## src/rtl/vga_pkg.sv

```systemverilog
// Shared VGA definitions: timing bundle from the timing generator, scanout
// state encoding and the nominal visible raster size.
package vga_pkg;

  localparam int H_VISIBLE = 640;
  localparam int V_VISIBLE = 480;

  typedef struct packed {
    logic hsync_n;
    logic vsync_n;
    logic blank_n;
    logic end_of_line;
    logic end_of_frame;
  } VGA_Timing;

  typedef enum logic [1:0] {
    WAIT_FRAME = 2'd0,
    ACTIVE     = 2'd1,
    RESYNC     = 2'd2
  } scanout_state_t;

  typedef enum logic [1:0] {
    RGB_ZERO  = 2'd0,
    RGB_FIFO  = 2'd1,
    RGB_UFLOW = 2'd2
  } rgb_sel_t;

endpackage

```

## src/rtl/sync_fifo.sv

```systemverilog
// Single-clock FIFO with registered read data (updated on pop) and a
// synchronous flush that empties it in one cycle.
module sync_fifo #(
  parameter int WIDTH = 16,
  parameter int DEPTH = 32
) (
  input  logic             clk_i,
  input  logic             rst_ni,
  input  logic             push_i,
  input  logic [WIDTH-1:0] wdata_i,
  input  logic             pop_i,
  input  logic             flush_i,
  output logic             full_o,
  output logic             empty_o,
  output logic [WIDTH-1:0] rdata_o
);

  localparam int AW = $clog2(DEPTH);

  logic [AW:0]      wr_ptr_q, wr_ptr_d;
  logic [AW:0]      rd_ptr_q, rd_ptr_d;
  logic [WIDTH-1:0] rdata_q, rdata_d;
  logic [WIDTH-1:0] mem_q [DEPTH];
  logic             push_ok;
  logic             pop_ok;

  // Extra pointer MSB distinguishes full from empty when the indices match.
  assign full_o  = (wr_ptr_q[AW] != rd_ptr_q[AW]) &&
                   (wr_ptr_q[AW-1:0] == rd_ptr_q[AW-1:0]);
  assign empty_o = (wr_ptr_q == rd_ptr_q);
  assign push_ok = push_i && !full_o && !flush_i;
  assign pop_ok  = pop_i && !empty_o;
  assign rdata_o = rdata_q;

  always_comb begin
    wr_ptr_d = wr_ptr_q;
    rd_ptr_d = rd_ptr_q;
    rdata_d  = rdata_q;
    if (pop_ok) begin
      rdata_d  = mem_q[rd_ptr_q[AW-1:0]];
      rd_ptr_d = rd_ptr_q + (AW+1)'(1);
    end
    if (push_ok) begin
      wr_ptr_d = wr_ptr_q + (AW+1)'(1);
    end
    if (flush_i) begin
      wr_ptr_d = '0;
      rd_ptr_d = '0;
    end
  end

  always_ff @(posedge clk_i or negedge rst_ni) begin
    if (!rst_ni) begin
      wr_ptr_q <= '0;
      rd_ptr_q <= '0;
      rdata_q  <= '0;
    end else begin
      wr_ptr_q <= wr_ptr_d;
      rd_ptr_q <= rd_ptr_d;
      rdata_q  <= rdata_d;
    end
  end

  always_ff @(posedge clk_i) begin
    if (push_ok) begin
      mem_q[wr_ptr_q[AW-1:0]] <= wdata_i;
    end
  end

endmodule

```

## src/rtl/vga_pixel_scanout.sv

```systemverilog
// Final VGA output stage: delays the timing bundle by one cycle, drains the
// prefetch FIFO onto visible pixels and recovers from underflow at frame edges.
//
// state      | meaning
// WAIT_FRAME | after reset; FIFO held empty, black output, waits for end_of_frame
// ACTIVE     | frame aligned; pops one word per visible pixel
// RESYNC     | underflow seen; magenta on visible pixels, upstream swallowed
module vga_pixel_scanout
  import vga_pkg::*;
#(
  parameter int                 PIXEL_W         = 16,
  parameter int                 FIFO_DEPTH      = 32,
  parameter logic [PIXEL_W-1:0] UNDERFLOW_COLOR = 16'hF81F,
  parameter int                 CNT_W           = 16
) (
  input  logic               clk_i,
  input  logic               rst_ni,
  input  VGA_Timing          timing_i,
  input  logic [PIXEL_W-1:0] pix_data_i,
  input  logic               pix_valid_i,
  output logic               pix_ready_o,
  output logic               frame_start_o,
  output logic               line_done_o,
  output logic [PIXEL_W-1:0] rgb_o,
  output logic               hsync_no,
  output logic               vsync_no,
  output logic               blank_no,
  output logic               underflow_o,
  input  logic               clear_i,
  output logic [CNT_W-1:0]   underflow_cnt_o
);

  scanout_state_t     state_q, state_d;
  rgb_sel_t           sel_q, sel_d;
  logic               hsync_q, hsync_d;
  logic               vsync_q, vsync_d;
  logic               blank_q, blank_d;
  logic               fs_q, fs_d;
  logic               ld_q, ld_d;
  logic               uf_q, uf_d;
  logic [CNT_W-1:0]   cnt_q, cnt_d;

  logic               fifo_push;
  logic               fifo_pop;
  logic               fifo_flush;
  logic               fifo_full;
  logic               fifo_empty;
  logic [PIXEL_W-1:0] fifo_rdata;
  logic               uf_evt;

  // RESYNC keeps ready high so a stalled upstream drains into the bit bucket.
  assign pix_ready_o = ((state_q == ACTIVE) && !fifo_full) || (state_q == RESYNC);
  assign fifo_push   = pix_valid_i && pix_ready_o && (state_q == ACTIVE);

  sync_fifo #(
    .WIDTH (PIXEL_W),
    .DEPTH (FIFO_DEPTH)
  ) u_fifo (
    .clk_i   (clk_i),
    .rst_ni  (rst_ni),
    .push_i  (fifo_push),
    .wdata_i (pix_data_i),
    .pop_i   (fifo_pop),
    .flush_i (fifo_flush),
    .full_o  (fifo_full),
    .empty_o (fifo_empty),
    .rdata_o (fifo_rdata)
  );

  always_comb begin
    state_d    = state_q;
    sel_d      = RGB_ZERO;
    hsync_d    = timing_i.hsync_n;
    vsync_d    = timing_i.vsync_n;
    blank_d    = timing_i.blank_n;
    fs_d       = 1'b0;
    ld_d       = 1'b0;
    uf_d       = uf_q;
    cnt_d      = cnt_q;
    fifo_pop   = 1'b0;
    fifo_flush = (state_q != ACTIVE);
    uf_evt     = 1'b0;

    case (state_q)
      WAIT_FRAME: begin
        if (timing_i.end_of_frame) begin
          fs_d    = 1'b1;
          state_d = ACTIVE;
        end
      end
      ACTIVE: begin
        ld_d = timing_i.end_of_line;
        if (timing_i.blank_n) begin
          if (!fifo_empty) begin
            fifo_pop = 1'b1;
            sel_d    = RGB_FIFO;
          end else begin
            uf_evt     = 1'b1;
            sel_d      = RGB_UFLOW;
            fifo_flush = 1'b1;
            state_d    = RESYNC;
          end
        end
      end
      RESYNC: begin
        if (timing_i.blank_n) begin
          sel_d = RGB_UFLOW;
        end
        if (timing_i.end_of_frame) begin
          fs_d    = 1'b1;
          state_d = ACTIVE;
        end
      end
      default: begin
        state_d = WAIT_FRAME;
      end
    endcase

    if (clear_i) begin
      uf_d  = 1'b0;
      cnt_d = '0;
    end else if (uf_evt) begin
      uf_d  = 1'b1;
      cnt_d = (cnt_q == '1) ? cnt_q : cnt_q + CNT_W'(1);
    end
  end

  always_ff @(posedge clk_i or negedge rst_ni) begin
    if (!rst_ni) begin
      state_q <= WAIT_FRAME;
      sel_q   <= RGB_ZERO;
      hsync_q <= 1'b1;
      vsync_q <= 1'b1;
      blank_q <= 1'b0;
      fs_q    <= 1'b0;
      ld_q    <= 1'b0;
      uf_q    <= 1'b0;
      cnt_q   <= '0;
    end else begin
      state_q <= state_d;
      sel_q   <= sel_d;
      hsync_q <= hsync_d;
      vsync_q <= vsync_d;
      blank_q <= blank_d;
      fs_q    <= fs_d;
      ld_q    <= ld_d;
      uf_q    <= uf_d;
      cnt_q   <= cnt_d;
    end
  end

  // The FIFO read register is loaded on the same edge that selects it.
  always_comb begin
    rgb_o = '0;
    case (sel_q)
      RGB_FIFO:  rgb_o = fifo_rdata;
      RGB_UFLOW: rgb_o = UNDERFLOW_COLOR;
      default:   rgb_o = '0;
    endcase
  end

  assign hsync_no        = hsync_q;
  assign vsync_no        = vsync_q;
  assign blank_no        = blank_q;
  assign frame_start_o   = fs_q;
  assign line_done_o     = ld_q;
  assign underflow_o     = uf_q;
  assign underflow_cnt_o = cnt_q;

endmodule
```

## config.mk

```make
export PLATFORM = sky130hd
export DESIGN_NAME = vga_pixel_scanout
export DESIGN_NICKNAME = d
export VERILOG_FILES = /design/src/rtl/vga_pkg.sv /design/src/rtl/sync_fifo.sv /design/src/rtl/vga_pixel_scanout.sv
export SDC_FILE = /design/constraint.sdc
export NUM_CORES = 1
export LEC_CHECK = 0
export ABC_AREA = 1
export CAP_MARGIN = 20
export CORE_MARGIN = 5
export CORE_UTILIZATION = 50
export DETAILED_ROUTE_END_ITERATION = 10
export PLACE_DENSITY_LB_ADDON = 0.12
export SLEW_MARGIN = 10
export SYNTH_ARGS = -nofsm -noshare
export SYNTH_HDL_FRONTEND = slang
export SYNTH_HIERARCHICAL = 1
export SYNTH_SLANG_ARGS = --single-unit
```

## constraint.sdc

```tcl
create_clock -name clk_i -period 4.14 [get_ports clk_i]
set_clock_uncertainty 0.2 [all_clocks]
set_input_delay 0.621 -clock clk_i [delete_from_list [all_inputs] [get_ports clk_i]]
set_output_delay 0.621 -clock clk_i [all_outputs]
set_load 0.01 [all_outputs]
```

**After elaboration in Yosys (flattened, before gate mapping)**

Memories as Yosys holds them, arrays and structs flattened. A register that Yosys moved wholly into a read port is not among the register bits.
Cells that the tools add are included.
Widths: inputs -> output; s select.

- Bits in registers: 38
- Bits in writable memories: 512
- Input bits: 25
- Output and inout bits: 39
- Logic and storage cells: 79
- Memories kept: 1

- Add/subtract/negate cells: 3
- Equal/unequal tests: 13
- Muxes and demuxes: 32
- Reductions and logical operators: 19

Memories:

| name | depth | width | read ports | clocked after Yosys merged registers in | write ports | RTL line | source |
|---|---|---|---|---|---|---|---|
| u_fifo.mem_q | 32 | 16 | 1 | 1 | 1 | sync_fifo.sv:23 | `logic [WIDTH-1:0] mem_q [DEPTH];` |

Operators by type and width:

| cell | count |
|---|---|
| $mux 16 | 3 |
| $pmux 16 s2 | 1 |
| $mux 6 | 4 |
| $add 16x1->16 const B | 1 |
| $eq 16x16->1 const B | 1 |
| $mux 1 | 16 |
| $add 6x1->6 const B | 2 |
| $mux 2 | 6 |
| $pmux 2 s2 | 2 |
| $logic_and 1x1->1 | 7 |
| $eq 6x6->1 | 1 |
| $ne 2x2->1 const B | 3 |
| $reduce_bool 2->1 | 3 |
| $eq 5x5->1 | 1 |
| $eq 2x1->1 const B | 2 |
| $eq 2x2->1 const B | 2 |
| $logic_not 1->1 | 4 |
| $ne 2x1->1 const B | 2 |
| $reduce_and 3->1 | 1 |
| $logic_not 2->1 | 1 |
| $reduce_and 2->1 | 1 |
| $reduce_or 2->1 | 1 |
| $logic_or 1x1->1 | 1 |
| $ne 1x1->1 | 1 |

**Logic depth before layout (Yosys ltp)**

Gate-level depths: netlist of the first run.

- Depth after elaboration: 11
- Mapped depth: 16
- Gate-level depth less buffers: 15

**Modules after synthesis**

Netlist of the first run, hierarchy kept.

Modules (own cells, without submodules):

| module | instances | cells an instance | area an instance (um^2) | seq. area each (um^2) |
|---|---|---|---|---|
| sync_fifo | 1 | 2167 | 23212.3 | 16075.4 |
| vga_pixel_scanout | 1 | 241 | 1671.6 | 653.1 |

**Worst setup path before layout of the first run**

Ideal clock, no wire load.

- Path type: flip-flop to flip-flop
- Start: reg u_fifo.rd_ptr_q[0]
- End: mem u_fifo.mem_q[0][0] (enable)
- Library setup time: 0.388 ns
- Arrival time: 2.371 ns
- Data required time: 3.552 ns
- Path slack: 1.180 ns
- Stages on the path, launching flop included: 17
- Path buffers: 1
- Period minus slack after synthesis: 2.960 ns
- Path through: dfrtp_1 -> buf_6 -> inv_4 -> nand2_1 -> nand2_1 -> nor2_1 -> nand2_1 -> nor2_1 -> nand2_1 -> inv_1 -> nor2_1 -> nor2_1 -> nor2_1 -> nand2_4 -> nor2_8 -> nand2_4 -> nor2_1

- Longest elaborated chain between the ends: 11
- Elaborated cells on any way between the ends: 16
- Those cells by class: eq/ne: 2; mux: 5; reduce/logical: 9

RTL lines:

| item | RTL line | source |
|---|---|---|
| from (decl) | sync_fifo.sv:21 | `logic [AW:0] rd_ptr_q, rd_ptr_d;` |
| from (signal assigned) | sync_fifo.sv:59 | `rd_ptr_q <= rd_ptr_d;` |
| $eq 5x5->1 | sync_fifo.sv:29 | `(wr_ptr_q[AW-1:0] == rd_ptr_q[AW-1:0]);` |
| $logic_and 1x1->1 | sync_fifo.sv:28 | `assign full_o = (wr_ptr_q[AW] != rd_ptr_q[AW]) &&` |
| via fifo_full | vga_pixel_scanout.sv:46 | `logic fifo_full;` |
| $logic_not 1->1 | vga_pixel_scanout.sv:52 | `assign pix_ready_o = ((state_q == ACTIVE) && !fifo_full) \|\| (state_q == RESYNC);` |
| $logic_and 1x1->1 | vga_pixel_scanout.sv:52 |  |
| $logic_or 1x1->1 | vga_pixel_scanout.sv:52 |  |
| $logic_and 1x1->1 (2 in a row) | vga_pixel_scanout.sv:53 | `assign fifo_push = pix_valid_i && pix_ready_o && (state_q == ACTIVE);` |
| via fifo_push | vga_pixel_scanout.sv:43 | `logic fifo_push;` |
| $logic_and 1x1->1 (2 in a row) | sync_fifo.sv:31 | `assign push_ok = push_i && !full_o && !flush_i;` |
| $mux 1 | sync_fifo.sv:65 | `if (push_ok) begin` |
| $mux 1 (not written as such) | sync_fifo.sv:66 | `mem_q[wr_ptr_q[AW-1:0]] <= wdata_i;` |
| to (decl) | sync_fifo.sv:23 |  |

The timed path passes the listed nets, and every way through them passes these cells.

**Worst setup path after layout of the first run**

- Start: reg u_fifo.rd_ptr_q[3]
- End: out pix_ready_o

- Longest elaborated chain between the ends: 5

RTL lines:

| item | RTL line | source |
|---|---|---|
| $eq 5x5->1 | sync_fifo.sv:29 |  |
| $logic_and 1x1->1 | sync_fifo.sv:28 |  |
| via fifo_full | vga_pixel_scanout.sv:46 |  |
| $logic_not 1->1 | vga_pixel_scanout.sv:52 |  |
| $logic_and 1x1->1 | vga_pixel_scanout.sv:52 |  |
| $logic_or 1x1->1 | vga_pixel_scanout.sv:52 |  |
| to (decl) | vga_pixel_scanout.sv:21 | `output logic pix_ready_o,` |

The timed path passes the listed nets, and every way through them passes these cells.

==> impl_metrics.json, run 1 <==
{
  "grtUsageMet3_pct": 4.44,
  "start_util_pct": 50.7,
  "grt.busiest_layer": "met2",
  "p_comb_share_pct": 4.0,
  "synth_edf_count": 512,
  "cp-start-kind": "flop",
  "synth_compound_area_share_pct": 2.29,
  "seq_power_share_pct": 52.7,
  "worstSetupPathType": "flop to output port",
  "cts_tree": "yes",
  "synth-adder-area-share_pct": 0.553,
  "total_power_mw": 11.9,
  "ios": 64,
  "setup_slack_ns": 0.569,
  "worstMarginPinSlew_ns": 1.11,
  "finalHoldViolations": 0,
  "postCtsSetupRepairBufs": 0,
  "vdd_drop_max_v": 0.000273,
  "drive_above_1_share_pct": 9.40,
  "vias": 17000,
  "die_width_um": 233,
  "fin_setup_tns_ns": 0,
  "clock.fmax_mhz": 280,
  "hp-class": "input pin to flop",
  "synthCells": 2408,
  "cts_sinks": 566,
  "ant_nets": 0,
  "dp.cells": 3076,
  "final_area_mm2": 0.0280,
  "synth-seq-area-share_pct": 67.2,
  "final_util_pct": 57.2,
  "whs_ns": 0.201,
  "synthTopCellsByArea": "edfxtp_1, nand2_1, nand3_1, dfrtp_1, inv_1",
  "multiInputGateArea_mm2": 0.00635,
  "required_ns": 3.32,
  "worstPathMaxFanout": 12,
  "wirelength_um": 67000,
  "synth_cell_type_count": 34,
  "die_area_mm2": 0.0543,
  "grt_usage_pct": 24.7,
  "fin_crit_ns": 3.57,
  "power_leakage_nw": 11.4,
  "drt_iter0_drc": 2140,
  "placed_area_mm2": 0.0262,
  "synth-seq-cells": 566,
  "worstPathArrival_ns": 2.75,
  "dpl_worst_slack_ns": 1.03,
  "synth_ff_type": "edfxtp_1",
  "first_pass_iters": 6,
  "post-synth-top-count-cell": "nand2_1",
  "syn-cell-area_mm2": 0.0249,
  "path_clk_slew_ns": 0.06,
  "post-route-period-util_pct": 86.2,
  "grt_overflow": 0,
  "syn2layout_area_growth_pct": 12.7,
  "syn_area_per_cell_um2": 10.3,
  "max-cap-violations": 0,
  "drc": 0,
  "place.gp.congestion": 0.907,
  "grt_max_degree": 244,
  "vias_per_cell": 5.33,
  "netSwitchingFraction_pct": 21.4,
  "antenna_cells": 0,
  "end_kind": "output port",
  "synth_mux_area_share_pct": 0,
  "cts_buffers": 58,
  "cts_root_buf": "clkbuf_16",
  "p_clk_share_pct": 43.3,
  "synth_fp_nets": 2444,
  "power.density_mw_per_mm2": 425,
  "final_nets": 2509,
  "synthArstFlopShare_pct": 9.54,
  "yosysTopAreaCellShare_pct": 61.8,
  "setup_viol": 0,
  "finish.cell_count_without_fillers": 3185,
  "place.port_buffers": 63,
  "synthXorXnorAreaFrac_pct": 0.352,
  "grt_pass1_wl_um": 101000,
  "power.internal_mw": 9.37,
  "rsz0062_at_grt": "no",
  "r2r_slack_ns": 0.94,
  "synth_common_cells": "nand2_1, edfxtp_1, nand3_1",
  "power.switching_mw": 2.55,
  "grt_pass1_vias": 16100,
  "die_height_um": 233,
  "relSlewSlack_pct": 26.1,
  "dp_hpwl_um": 39700,
  "status": "completed",
  "worstSkewPairLatency_ns": 0.62,
  "post_drt_wl_per_cell_um": 21.0,
  "core_mm2": 0.0491,
  "num_rows": 81,
  "met2_usage_pct": 38.8,
  "drv_slew": 0,
  "cts_buffer_depth": 3,
  "grtUsageMet1_pct": 36.1,
  "synth_area_leader_cell": "edfxtp_1",
  "htree_num_levels": 2,
  "yosys.area_share.simple_pct": 22.3,
  "ys_warn_count": 6,
  "antenna_found_initial": 0,
  "regArea_mm2": 0.0167,
  "synth_top_family_by_area": "simple AND/OR/NAND/NOR gates",
  "fillCellCount": 4296
}
[cells in the final DEF, fill, tap and decap left out, types with 51 or more instances in the layout]
master | synthesis | final
edfxtp_1 | 512 | 512
clkbuf_16 | 0 | 59
nor2_1 | 142 | 142
inv_1 | 317 | 317
clkdlybuf4s50_1 | 0 | 51
nand2_1 | 682 | 682
o21ai_0 | 57 | 57
or2_2 | 59 | 59
nand3_1 | 372 | 372
buf_4 | 2 | 54
[timing repair]
action | 4_1_cts | 5_1_grt
resized for setup | 0 | 0
endpoints found under the hold margin | 36 | 0
hold buffers | 1 | 0
[layer usage]
layer	up-vias	wire length [µm]
met5	-	0
met4	0	1850
met3	108	5540
met2	717	30600
met1	8123	29000
li1	8027	-
[cell families after synthesis]
group | after synthesis
and+or+nand+nor | 1282
DFF | 566
buffers and inverters | 440
AOI/OAI and AO/OA | 99
adders and majority gates | 11
xor gates and xnor gates | 10
[worst max-delay path, stage by stage (launching register included)]
cell	delay, ns
dfrtp_1	0.51
buf_4	0.25
nand2_1	0.07
nand2_1	0.05
nor2_1	0.16
nand2_1	0.07
nor2_1	0.10
nand2_1	0.12
inv_1	0.08
nor2_1	0.04
nor2_1	0.11
inv_1	0.06
clkdlybuf4s50_1	0.49
[state kept, by name, indices dropped and copies added (netlist names)]
register,flops
state_q,2
underflow_cnt_o,16
u_fifo/wr_ptr_q,6
blank_no,1
line_done_o,1
frame_start_o,1
underflow_o,1
hsync_no,1
u_fifo/rd_ptr_q,6
u_fifo/mem_q,512
vsync_no,1
u_fifo/rdata_o,16
sel_q,2
[final cells by class]
| type | instances | area share [%] |
|---|---|---|
| Timing Repair Buffer | 121 | 3.73 |
| Clock inverter | 36 | 1.19 |
| Inverter | 324 | 4.36 |
| Clock buffer | 72 | 5.44 |
| Multi-Input combinational cell | 1402 | 22.6 |
| Sequential cell | 566 | 59.7 |
| Tap cell | 664 | 2.96 |
[power groups by stage]
stage	clock, mW	sequential [mW]	combinational [mW]
6_report	5.16	6.29	0.476
3_5_place_dp	0	6.41	0.480
4_1_cts	5.25	6.29	0.481
5_1_grt	5.50	6.29	0.525
2_1_floorplan	0	6.41	0.194
3_3_place_gp	0	6.41	0.481
[worst paths after layout]
path / startpoint / end / cells after the start
worst min register to register: u_fifo/rdata_o[14] / u_fifo/rdata_o[14] / 2
max in group asynchronous: rst_ni / underflow_cnt_o[15] / 3
worst min-delay path: timing_i[3] / vsync_no / 1
worst max-delay path: u_fifo/rd_ptr_q[3] / pix_ready_o / 12
worst max register to register: u_fifo/rd_ptr_q[3] / u_fifo/mem_q[15][11] / 16
min in group asynchronous: rst_ni / u_fifo/rdata_o[8] / 2
Power figures use the tool's default switching activity.
==> inputs of run 2 (changes only) <==
--- a/config.mk
+++ b/config.mk
@@ -11,6 +11,7 @@
 export CORE_UTILIZATION = 50
 export DETAILED_ROUTE_END_ITERATION = 10
 export PLACE_DENSITY_LB_ADDON = 0.12
+export REMOVE_ABC_BUFFERS = 1
 export SLEW_MARGIN = 10
 export SYNTH_ARGS = -nofsm -noshare
 export SYNTH_HDL_FRONTEND = slang
==> impl_metrics.json, run 2 (synthesized netlist as in run 1, its figures left out) <==
{
  "status": "completed",
  "path_cells": "inv_1 -> ha_1 -> inv_1 -> buf_4 -> nand2_1 -> nand2_1 -> clkdlybuf4s50_1",
  "finalHoldViolations": 0,
  "grt_overflow": 0,
  "cts_resized": 0,
  "place.gp.congestion": 0.869,
  "worstMarginPinSlew_ns": 1.01,
  "cts_tree": "yes",
  "seq_power_share_pct": 53.7,
  "layout_commonest_cell": "nand2_1",
  "cts_sinks": 566,
  "hp-class": "input pin to async pin",
  "final_cell_mix": "nand2_1, edfxtp_1, nand3_1, inv_1, nor2_1",
  "start_util_pct": 50.7,
  "die_width_um": 233,
  "path_clk_slew_ns": 0.07,
  "core_mm2": 0.0491,
  "netSwitchingFraction_pct": 21.5,
  "power.switching_mw": 2.52,
  "htree_num_levels": 2,
  "finish.cell_count_without_fillers": 3185,
  "cp-start-kind": "flop",
  "syn2layout_area_growth_pct": 12.4,
  "p_comb_share_pct": 4.1,
  "drv_slew": 0,
  "r2r_slack_ns": 0.82,
  "cts_buffer_depth": 3,
  "grt_pass1_wl_um": 97600,
  "holdBufCountCts": 1,
  "largest_reg_flops": 512,
  "grt_pass1_vias": 16200,
  "clock.fmax_mhz": 273,
  "relSlewSlack_pct": 32.4,
  "power.density_mw_per_mm2": 419,
  "drt_iter0_drc": 1970,
  "cts_buffers": 57,
  "max-cap-violations": 0,
  "wl_met3_um": 4690,
  "wirelength_um": 64600,
  "num_rows": 81,
  "grt_max_degree": 214,
  "fillCellCount": 4243,
  "vias_per_cell": 5.31,
  "worstSkewPairLatency_ns": 0.63,
  "whs_ns": 0.207,
  "worstSetupPathType": "flop to output port",
  "setup_viol": 0,
  "power.internal_mw": 9.19,
  "drc": 0,
  "die_area_mm2": 0.0543,
  "worstPathMaxFanout": 11,
  "first_pass_iters": 6,
  "p_clk_share_pct": 42.2,
  "power_leakage_nw": 11.4,
  "wl_met2_um": 29700,
  "place.port_buffers": 63,
  "end_kind": "output port",
  "final_nets": 2509,
  "fin_crit_ns": 3.66,
  "vdd_drop_max_v": 0.000343,
  "dp_hpwl_um": 38300,
  "regArea_mm2": 0.0167,
  "cp-startpoint": "sel_q[0]",
  "ant_nets": 0,
  "required_ns": 3.32,
  "top_layer": "met4",
  "postCtsSetupRepairBufs": 0,
  "post_drt_wl_per_cell_um": 20.3,
  "die_height_um": 233,
  "wl_met1_um": 28500,
  "slowest_delay_ns": 0.56,
  "worstPathArrival_ns": 2.84,
  "post-route-period-util_pct": 88.5,
  "multiInputGateArea_mm2": 0.00635,
  "crit-reg2reg-launch": "u_fifo/rd_ptr_q[1]",
  "crit_slowest_cell": "clkdlybuf4s50_1",
  "vias": 16900,
  "ios": 64,
  "grt_usage_pct": 23.7,
  "drive_above_1_share_pct": 9.40,
  "antenna_found_initial": 1,
  "dp.cells": 3076,
  "cts_root_buf": "clkbuf_16",
  "rsz0062_at_grt": "no"
}
run 2: area by class of cell:
cell class	instances	area share, %
Clock buffer	76	5.50
Inverter	324	4.37
Antenna cell	1	0.00895
Sequential cell	566	59.8
Timing Repair Buffer	122	3.78
Multi-Input combinational cell	1402	22.7
Tap cell	664	2.97
Clock inverter	30	0.845
run 2: routing by layer:
layer  vias to the layer above  global-route usage [%]
met5                         -                       0
met4                         0                    6.31
met3                       102                    3.72
met2                       616                    37.1
met1                      8164                    35.0
li1                       8044                       -
run 2: worst paths after layout:
kind                                        to  cells after the start
max                                   rgb_o[3]                      7
min                        underflow_cnt_o[15]                      2
max reg2reg                u_fifo/mem_q[17][3]                     16
min reg2reg                  u_fifo/rdata_o[4]                      2
max in group asynchronous   u_fifo/rd_ptr_q[2]                      4
min in group clk_i                    vsync_no                      1
run 2: critical path, delay by kind of cell (launching register included):
| family | cells | cell delay [ns] |
|---|---|---|
| adder cells (fa/ha/maj) | 1 | 0.42 |
| buffers and inverters | 4 | 0.90 |
| flip-flops | 1 | 0.36 |
| AND/OR/NAND/NOR | 2 | 0.54 |
run 2: per-stage QoR:
| step | TNS (ns) | area (µm²) | setup slack (ns) | utilization [%] | power (mW) |
|---|---|---|---|---|---|
| 5_1_grt | 0 | 28000 | 0.336 | 57.0 | 12.1 |
| 6_report | 0 | 28000 | 0.475 | 57.0 | 11.7 |
| 3_3_place_gp | 0 | 26200 | 0.834 | 53.3 | 6.88 |
| 3_5_place_dp | 0 | 26200 | 0.837 | 53.3 | 6.89 |
| 4_1_cts | 0 | 28000 | 0.427 | 57.0 | 11.8 |
| 2_1_floorplan | -2577.93 | 24300 | -4.62 | - | 6.60 |
run 2: power by group through the flow:
| stage | combinational (mW) | sequential [mW] | clock (mW) |
|---|---|---|---|
| CTS | 0.488 | 6.29 | 5.04 |
| global route | 0.527 | 6.29 | 5.25 |
| floorplan | 0.185 | 6.41 | 0 |
| global placement | 0.477 | 6.41 | 0 |
| detailed placement | 0.486 | 6.41 | 0 |
| finish | 0.485 | 6.29 | 4.94 |
==> inputs of run 3 (changes only) <==
--- a/config.mk
+++ b/config.mk
@@ -10,6 +10,7 @@
 export CORE_MARGIN = 5
 export CORE_UTILIZATION = 50
 export DETAILED_ROUTE_END_ITERATION = 10
+export GPL_ROUTABILITY_DRIVEN = 1
 export PLACE_DENSITY_LB_ADDON = 0.12
 export REMOVE_ABC_BUFFERS = 1
 export SLEW_MARGIN = 10
==> results of run 3 <==
Same layout as run 2: the final DEF is identical, and so are final timing and power.
